**src/rtl/fifo_pkt_writer.sv**
```systemverilog
// rtl/fifo_pkt_writer.sv - packetizing FIFO write front-end: payload words then an {err, len} trailer
// Optional stall watchdog enabled by defining FIFO_PKT_WRITER_TIMEOUT_EN.
module fifo_pkt_writer #(
  parameter int DATA_WIDTH     = 8,
  parameter int MAX_LEN        = 8,
  parameter int TIMEOUT_CYCLES = 16
) (
  input  logic                  wclk,
  input  logic                  wrst_n,
  input  logic                  s_valid,
  output logic                  s_ready,
  input  logic [DATA_WIDTH-1:0] s_data,
  input  logic                  s_last,
  input  logic                  wfull,
  output logic                  winc,
  output logic [DATA_WIDTH-1:0] wdata,
  output logic [15:0]           pkt_cnt,
  output logic                  stall_err
);

  localparam int CW = DATA_WIDTH - 1;

  if (MAX_LEN < 1 || MAX_LEN > (2 ** CW) - 1 || TIMEOUT_CYCLES < 1) begin : g_param_check
    $error("fifo_pkt_writer: illegal MAX_LEN or TIMEOUT_CYCLES");
  end

  typedef enum logic [1:0] {ST_DATA, ST_DROP, ST_TRL} state_t;

  state_t                state_q;
  logic [DATA_WIDTH-1:0] out_data_q;
  logic                  out_valid_q;
  logic [CW-1:0]         cnt_q;
  logic [CW-1:0]         cnt_d;
  logic                  err_q;
  logic [15:0]           pkt_cnt_q;
  logic                  accept;

  assign winc    = out_valid_q & ~wfull;
  assign wdata   = out_data_q;
  assign pkt_cnt = pkt_cnt_q;
  assign accept  = s_valid & s_ready;
  assign cnt_d   = cnt_q + 1'b1;

  always_comb begin
    s_ready = 1'b0;
    case (state_q)
      ST_DATA: s_ready = ~out_valid_q | ~wfull;
      ST_DROP: s_ready = 1'b1;
      default: s_ready = 1'b0;
    endcase
  end

  always_ff @(posedge wclk or negedge wrst_n) begin
    if (!wrst_n) begin
      state_q     <= ST_DATA;
      out_data_q  <= '0;
      out_valid_q <= 1'b0;
      cnt_q       <= '0;
      err_q       <= 1'b0;
      pkt_cnt_q   <= '0;
    end else begin
      case (state_q)
        ST_DATA: begin
          if (accept) begin
            out_data_q  <= s_data;
            out_valid_q <= 1'b1;
            cnt_q       <= cnt_d;
            if (s_last) begin
              state_q <= ST_TRL;
            end else if (cnt_d == CW'(MAX_LEN)) begin
              err_q   <= 1'b1;
              state_q <= ST_DROP;
            end
          end else if (winc) begin
            out_valid_q <= 1'b0;
          end
        end
        ST_DROP: begin
          // Overlong tail is swallowed; only the output register drains.
          if (winc) out_valid_q <= 1'b0;
          if (accept && s_last) state_q <= ST_TRL;
        end
        ST_TRL: begin
          if (!out_valid_q || winc) begin
            out_data_q  <= {err_q, cnt_q};
            out_valid_q <= 1'b1;
            cnt_q       <= '0;
            err_q       <= 1'b0;
            pkt_cnt_q   <= pkt_cnt_q + 16'd1;
            state_q     <= ST_DATA;
          end
        end
        default: state_q <= ST_DATA;
      endcase
    end
  end

`ifdef FIFO_PKT_WRITER_TIMEOUT_EN
  localparam int SW = $clog2(TIMEOUT_CYCLES + 1);

  logic [SW-1:0] stall_cnt_q;
  logic          stall_err_q;

  // Counter saturates at the threshold so a long stall cannot wrap it.
  always_ff @(posedge wclk or negedge wrst_n) begin
    if (!wrst_n) begin
      stall_cnt_q <= '0;
      stall_err_q <= 1'b0;
    end else if (out_valid_q && wfull) begin
      if (stall_cnt_q != SW'(TIMEOUT_CYCLES)) stall_cnt_q <= stall_cnt_q + 1'b1;
      if (stall_cnt_q == SW'(TIMEOUT_CYCLES - 1)) stall_err_q <= 1'b1;
    end else begin
      stall_cnt_q <= '0;
    end
  end

  assign stall_err = stall_err_q;
`else
  assign stall_err = 1'b0;
`endif

endmodule

```
**config.mk**
```make
export PLATFORM = sky130hd
export DESIGN_NAME = fifo_pkt_writer
export DESIGN_NICKNAME = d
export VERILOG_FILES = /design/src/rtl/fifo_pkt_writer.sv
export SDC_FILE = /design/constraint.sdc
export NUM_CORES = 1
export LEC_CHECK = 0
export BUFFER_PORTS_ARGS = -buffer_cell sky130_fd_sc_hd__buf_2
export CORE_MARGIN = 2
export CORE_UTILIZATION = 40
export DETAILED_ROUTE_END_ITERATION = 16
export GPL_ROUTABILITY_DRIVEN = 0
export GPL_TIMING_DRIVEN = 0
export PLACE_DENSITY = 0.72
export RECOVER_POWER = 25
export SLEW_MARGIN = 40
export SYNTH_ARGS = -nofsm -noshare
export SYNTH_HDL_FRONTEND = slang
export SYNTH_SLANG_ARGS = --single-unit
```
**constraint.sdc**
```tcl
create_clock -name wclk -period 3.8 [get_ports wclk]
set_clock_uncertainty 0.2 [all_clocks]
set_input_delay 0.76 -clock wclk [delete_from_list [all_inputs] [get_ports wclk]]
set_output_delay 0.76 -clock wclk [all_outputs]
set_load 0.02 [all_outputs]
```
* Yosys cells after proc, flatten, opt, wreduce, memory -nomap -nowiden
Cells that the tools add are included.
Word-level totals: register bits 35, output and inout bits 27
Operators by class: add/sub/neg operators 2, equality and inequality tests 9, mux-type cells 22, bitwise operators 5, reduce and logical (&&, ||, !) cells 11
Operators with widths (count):
- $add A16 B1 Y16 const B | 1
- $mux W8 | 2
- $pmux W8 S2 | 1
- $mux W7 | 2
- $pmux W7 S2 | 1
- $mux W2 | 5
- $ne A2 B2 Y1 const B | 5
- $add A7 B1 Y7 const B | 1
- $eq A7 B4 Y1 const B | 1
- $mux W1 | 7
- $pmux W2 S3 | 1
- $reduce_and A5 Y1 | 1
- $pmux W1 S2 | 2
- $reduce_and A2 Y1 | 2
- $reduce_and A4 Y1 | 1
- $ne A3 B3 Y1 const B | 1
- $pmux W1 S3 | 1
- $reduce_and A3 Y1 | 1
- $reduce_bool A3 Y1 | 1
- $and A1 B1 Y1 | 2
- $eq A2 B1 Y1 const B | 1
- $eq A2 B2 Y1 const B | 1
- $logic_not A2 Y1 | 1
- $not A1 Y1 | 2
- 5 further kinds | 5

* Logic depth before layout (Yosys ltp)
depth after elaboration 7, mapped depth 9

* Worst setup path before layout
No wires, ideal clock.
kind in2reg, start point input port wfull, end point register cnt_q[3], library setup time 0.126 ns, arrival 1.777 ns, required time 3.474 ns, slack 1.696 ns, stages on the path 5, path through a21bo_2 -> o22a_1 -> buf_2 -> and2_0 -> a311o_1
On the way: cells in the longest elaborated chain, start to end 6
Ends and longest elaborated chain:
- from (decl) | RTL line 14 | input logic wfull,
- $not A1 Y1 * | RTL line 38, 47
- $or A1 B1 Y1 | RTL line 47 | ST_DATA: s_ready = ~out_valid_q | ~wfull;
- $pmux W1 S2 | RTL line 46 | case (state_q)
- $and A1 B1 Y1 | RTL line 41 | assign accept = s_valid & s_ready;
- $ne A2 B2 Y1 (no source line)
- $reduce_and A3 Y1 (no source line) *
- to (signal assigned) | RTL line 67 | cnt_q <= cnt_d;
- to (decl) | RTL line 32 | logic [CW-1:0] cnt_q;
Every way passes the cells marked *; elsewhere a longest branch is shown, timed or not. A chain may end at the register's enable or synchronous reset.

* Final worst setup path
start point register state_q[0], end point output port s_ready
On the way: cells in the longest elaborated chain, start to end 2
Ends and longest elaborated chain:
- from (decl) | RTL line 29 | state_t state_q;
- from (signal assigned) | RTL line 55 | state_q <= ST_DATA;
- from (signal assigned) | RTL line 69 | state_q <= ST_TRL;
- from (signal assigned) | RTL line 72 | state_q <= ST_DROP;
- $eq A2 B1 Y1 or $logic_not A2 Y1 (tied branches) | RTL line 46
- $pmux W1 S2 * | RTL line 46
- to (decl) | RTL line 11 | output logic s_ready,
Marks and branches as above.

==> flow_summary.ini <==
[worst_setup_path]
r2r-start = state_q[0]$_DFFE_PN0P_
r2r_slack_ns = 1.55
cp_cell_sequence = inv_1 -> ha_1 -> buf_2 -> nand2_1 -> nand2_1 -> buf_2
cp-end-kind = output port
r2r-end = cnt_q[3]$_DFFE_PN0P_
slowest_stage = dfrtp_1
startpoint_type = flop
cp.arrival_ns = 1.43
path_class = flop to output port
critPathRequiredTime_ns = 2.84
crit_family = buffers and inverters
critPathMaxFanout = 9
cp-startpoint = state_q[0]$_DFFE_PN0P_
slowest_delay_ns = 0.41
crit_buf_inv = 3
rr_worst_depth = 8

[grt]
grt_max_degree = 36
grt_overflow = 0
grt_pass1_wl_mm = 6.21
antenna_found_initial = 0
track_usage = 0.154
first_global_vias = 1384

[floorplan]
die_area_sq_um = 5070
die_x_um = 71.2
initial_core_util = 0.415
dieHeight_um = 71.2
fp-row-count = 24
ioPinCount = 40
core-area_sq_um = 4350

[timing]
tns_ns = 0
hold_viol = 0
final-setup-viol-count = 0
fin_crit_ns = 2.39
fin_crit_sh = 0.629
fmax_mhz = 418
maxSlewViolCount = 36
slew_headroom = -0.233
rsz0062_at_grt = false
worstMarginPinSlew_ns = 1.85

[run_status]
violations = capacitance limit, slew limit
status = finished with violations

[logic_synthesis]
ys_seq_area_frac = 0.485
syn-instance-count = 182
synthesis.area_sq_um = 1810
syn_nets = 201
synth_area_leaders = dfrtp_1, nand2_1, xnor2_1
ys_types = 39
ys.flop_type = dfrtp_1
synth_edf_count = 0
ys_ff_latch = 35
synthDominantCellAreaShare = 0.485
yosysMostFrequentCell = dfrtp_1
yosysWarnings = 0
synth_common_cells = dfrtp_1, nand2_1, o21ai_0
synthArstFlopShare = 1.00
postSynthAreaPerCell_sq_um = 9.92
yosysTopAreaCell = dfrtp_1

[power_and_ir_drop]
switchingPower_uw = 666
combinationalPowerShare = 0.461
power_density_nw_per_um2 = 730
switching_share = 0.426
pwr-share-clk = 0.162
p_seq_frac = 0.378
internal-power_uw = 898
ir_drop_uv = 229
p_leak_uw = 0.00103

[detailed_routing]
route.detailed.drc = 0
first_iter_violations = 68
final_antenna_net_count = 0
drt_first_pass_iters = 4
drt-wirelength-per-cell_um = 12.9
via_per_inst = 5.25
routed_wirelength_mm = 3.62
vias = 1471

[clock_network]
htreeDepth = 2
clk_pin_slew_worst_paths_ns = 0.06
cts-resized-gates = 0
cts_tree = done
ctsHoldBuffers = 0
cts.sinks = 35
clk_path_buf_depth = 2
worst_skew_pair.late_latency_ns = 0.28
cts_root_buf = clkbuf_8
post_cts_buffers = 0
cts_buffers = 5

[layout]
areaGrowthSynthToFinish_pct = 18.6
drive_gt1_frac = 0.241
antenna_cells = 0
fin_nets = 246
finish.utilization = 0.492

[place]
port_buffers = 38
hpwl_mm = 2.64

[hold_path]
min_from = wdata[6]$_DFFE_PN0P_
holdPathEnd = wdata[6]$_DFFE_PN0P_
worstHoldPathCells = 2
min_path_type = flop to flop

[run]
drv_cap = 1
[sequential cells by signal, indices dropped and copies added (netlist names)]
| name | flops |
|---|---|
| pkt_cnt | 16 |
| wdata | 8 |
| cnt_q | 7 |
| state_q | 2 |
| err_q | 1 |
| out_valid_q | 1 |
[layout make-up]
class,count,area (sq um)
buffer,8,40.0
sequential,35,876
multi-input combinational,134,871
inverter,5,18.8
timing repair buffer,38,189
fill,408,2210
tap,52,65.1
clock buffer,7,76.3
clock inverter,1,5.00
[cell usage in the layout, fill, tap and decap left out, types with 2 or more instances in the layout]
| cell | synthesis | final |
|---|---|---|
| ha_1 | 6 | 6 |
| a311o_1 | 4 | 4 |
| nor4_1 | 4 | 4 |
| and2_0 | 4 | 4 |
| xnor2_1 | 12 | 12 |
| inv_1 | 5 | 5 |
| dfrtp_1 | 35 | 35 |
| nor2_1 | 7 | 7 |
| o21ai_0 | 13 | 13 |
| mux2i_1 | 8 | 8 |
| nand4_1 | 4 | 4 |
| clkbuf_8 | 0 | 5 |
| and3_1 | 2 | 2 |
| nand2b_1 | 2 | 2 |
| nand2_1 | 29 | 29 |
| xor2_1 | 3 | 3 |
| a21boi_0 | 2 | 2 |
| or2_2 | 2 | 2 |
| nor2b_1 | 2 | 2 |
| nand3_1 | 7 | 7 |
| a21oi_1 | 6 | 6 |
| clkbuf_1 | 2 | 5 |
| nor3_2 | 2 | 2 |
| buf_2 | 5 | 42 |
[routing by layer]
layer / up-vias / GRT usage / routed length, um / share of wire
li1: 729 / - / - / -
met1: 697 / 0.208 / 1710 / 0.47
met2: 38 / 0.239 / 1680 / 0.46
met3: 7 / 0.0370 / 169 / 0.047
met4: 0 / 0.0587 / 63 / 0.017
met5: - / 0 / 0 / 0
[how the worst max path moves through the flow]
| stage | end | slack (ns) | cells past startpoint |
|---|---|---|---|
| 6_report | s_ready | 1.41 | 6 |
| 5_1_grt | cnt_q[6]$_DFFE_PN0P_ | 1.11 | 1 |
| 4_1_cts | s_ready | 1.39 | 6 |
| 3_5_place_dp | wdata[0]$_DFFE_PN0P_ | 1.43 | 8 |
| 3_3_place_gp | s_ready | 1.44 | 5 |
| 2_1_floorplan | cnt_q[3]$_DFFE_PN0P_ | 1.70 | 5 |
[through the flow]
stage               std cells  power, uW  hold WS, ns  worst slack, ns  area (sq um)
global placement          272       1300        0.258             1.44          2060
floorplan                 182       1110        0.264             1.70          1810
global route              280       1700        0.307             1.11          2140
detailed placement        272       1320        0.268             1.43          2060
CTS                       280       1580        0.284             1.39          2140
finish                    280       1560        0.277             1.41          2140
[cells by family (layout without fill, tap and decap cells)]
kind of cell	Yosys count	in the layout	synth area share
AO/OA/AOI/OAI	35	35	0.130
XOR/XNOR	15	15	0.0728
adder cells (fa/ha/maj)	6	6	0.0416
buffers and inverters	13	59	0.0326
flip-flops	35	35	0.485
multiplexers	9	9	0.0506
other	1	1	0.00208
AND/OR/NAND/NOR	68	68	0.186
[power by group through the flow]
| stage | clock network [uW] | registers [uW] | logic, uW |
|---|---|---|---|
| after floorplan | 0 | 669 | 440 |
| after CTS | 262 | 592 | 728 |
| after global placement | 0 | 595 | 706 |
| after detailed placement | 0 | 600 | 723 |
| final | 253 | 591 | 720 |
| after global routing | 278 | 612 | 812 |
[worst reg2reg max path: cells and delay by family, from the launching register on]
kind / cells / cell delay, ns
compound gates: 3 / 0.68
buf+inv: 3 / 0.48
flops: 1 / 0.40
fa+ha+maj: 1 / 0.22
simple gates: 1 / 0.17
Note: power is estimated with default switching activity, not from simulation.
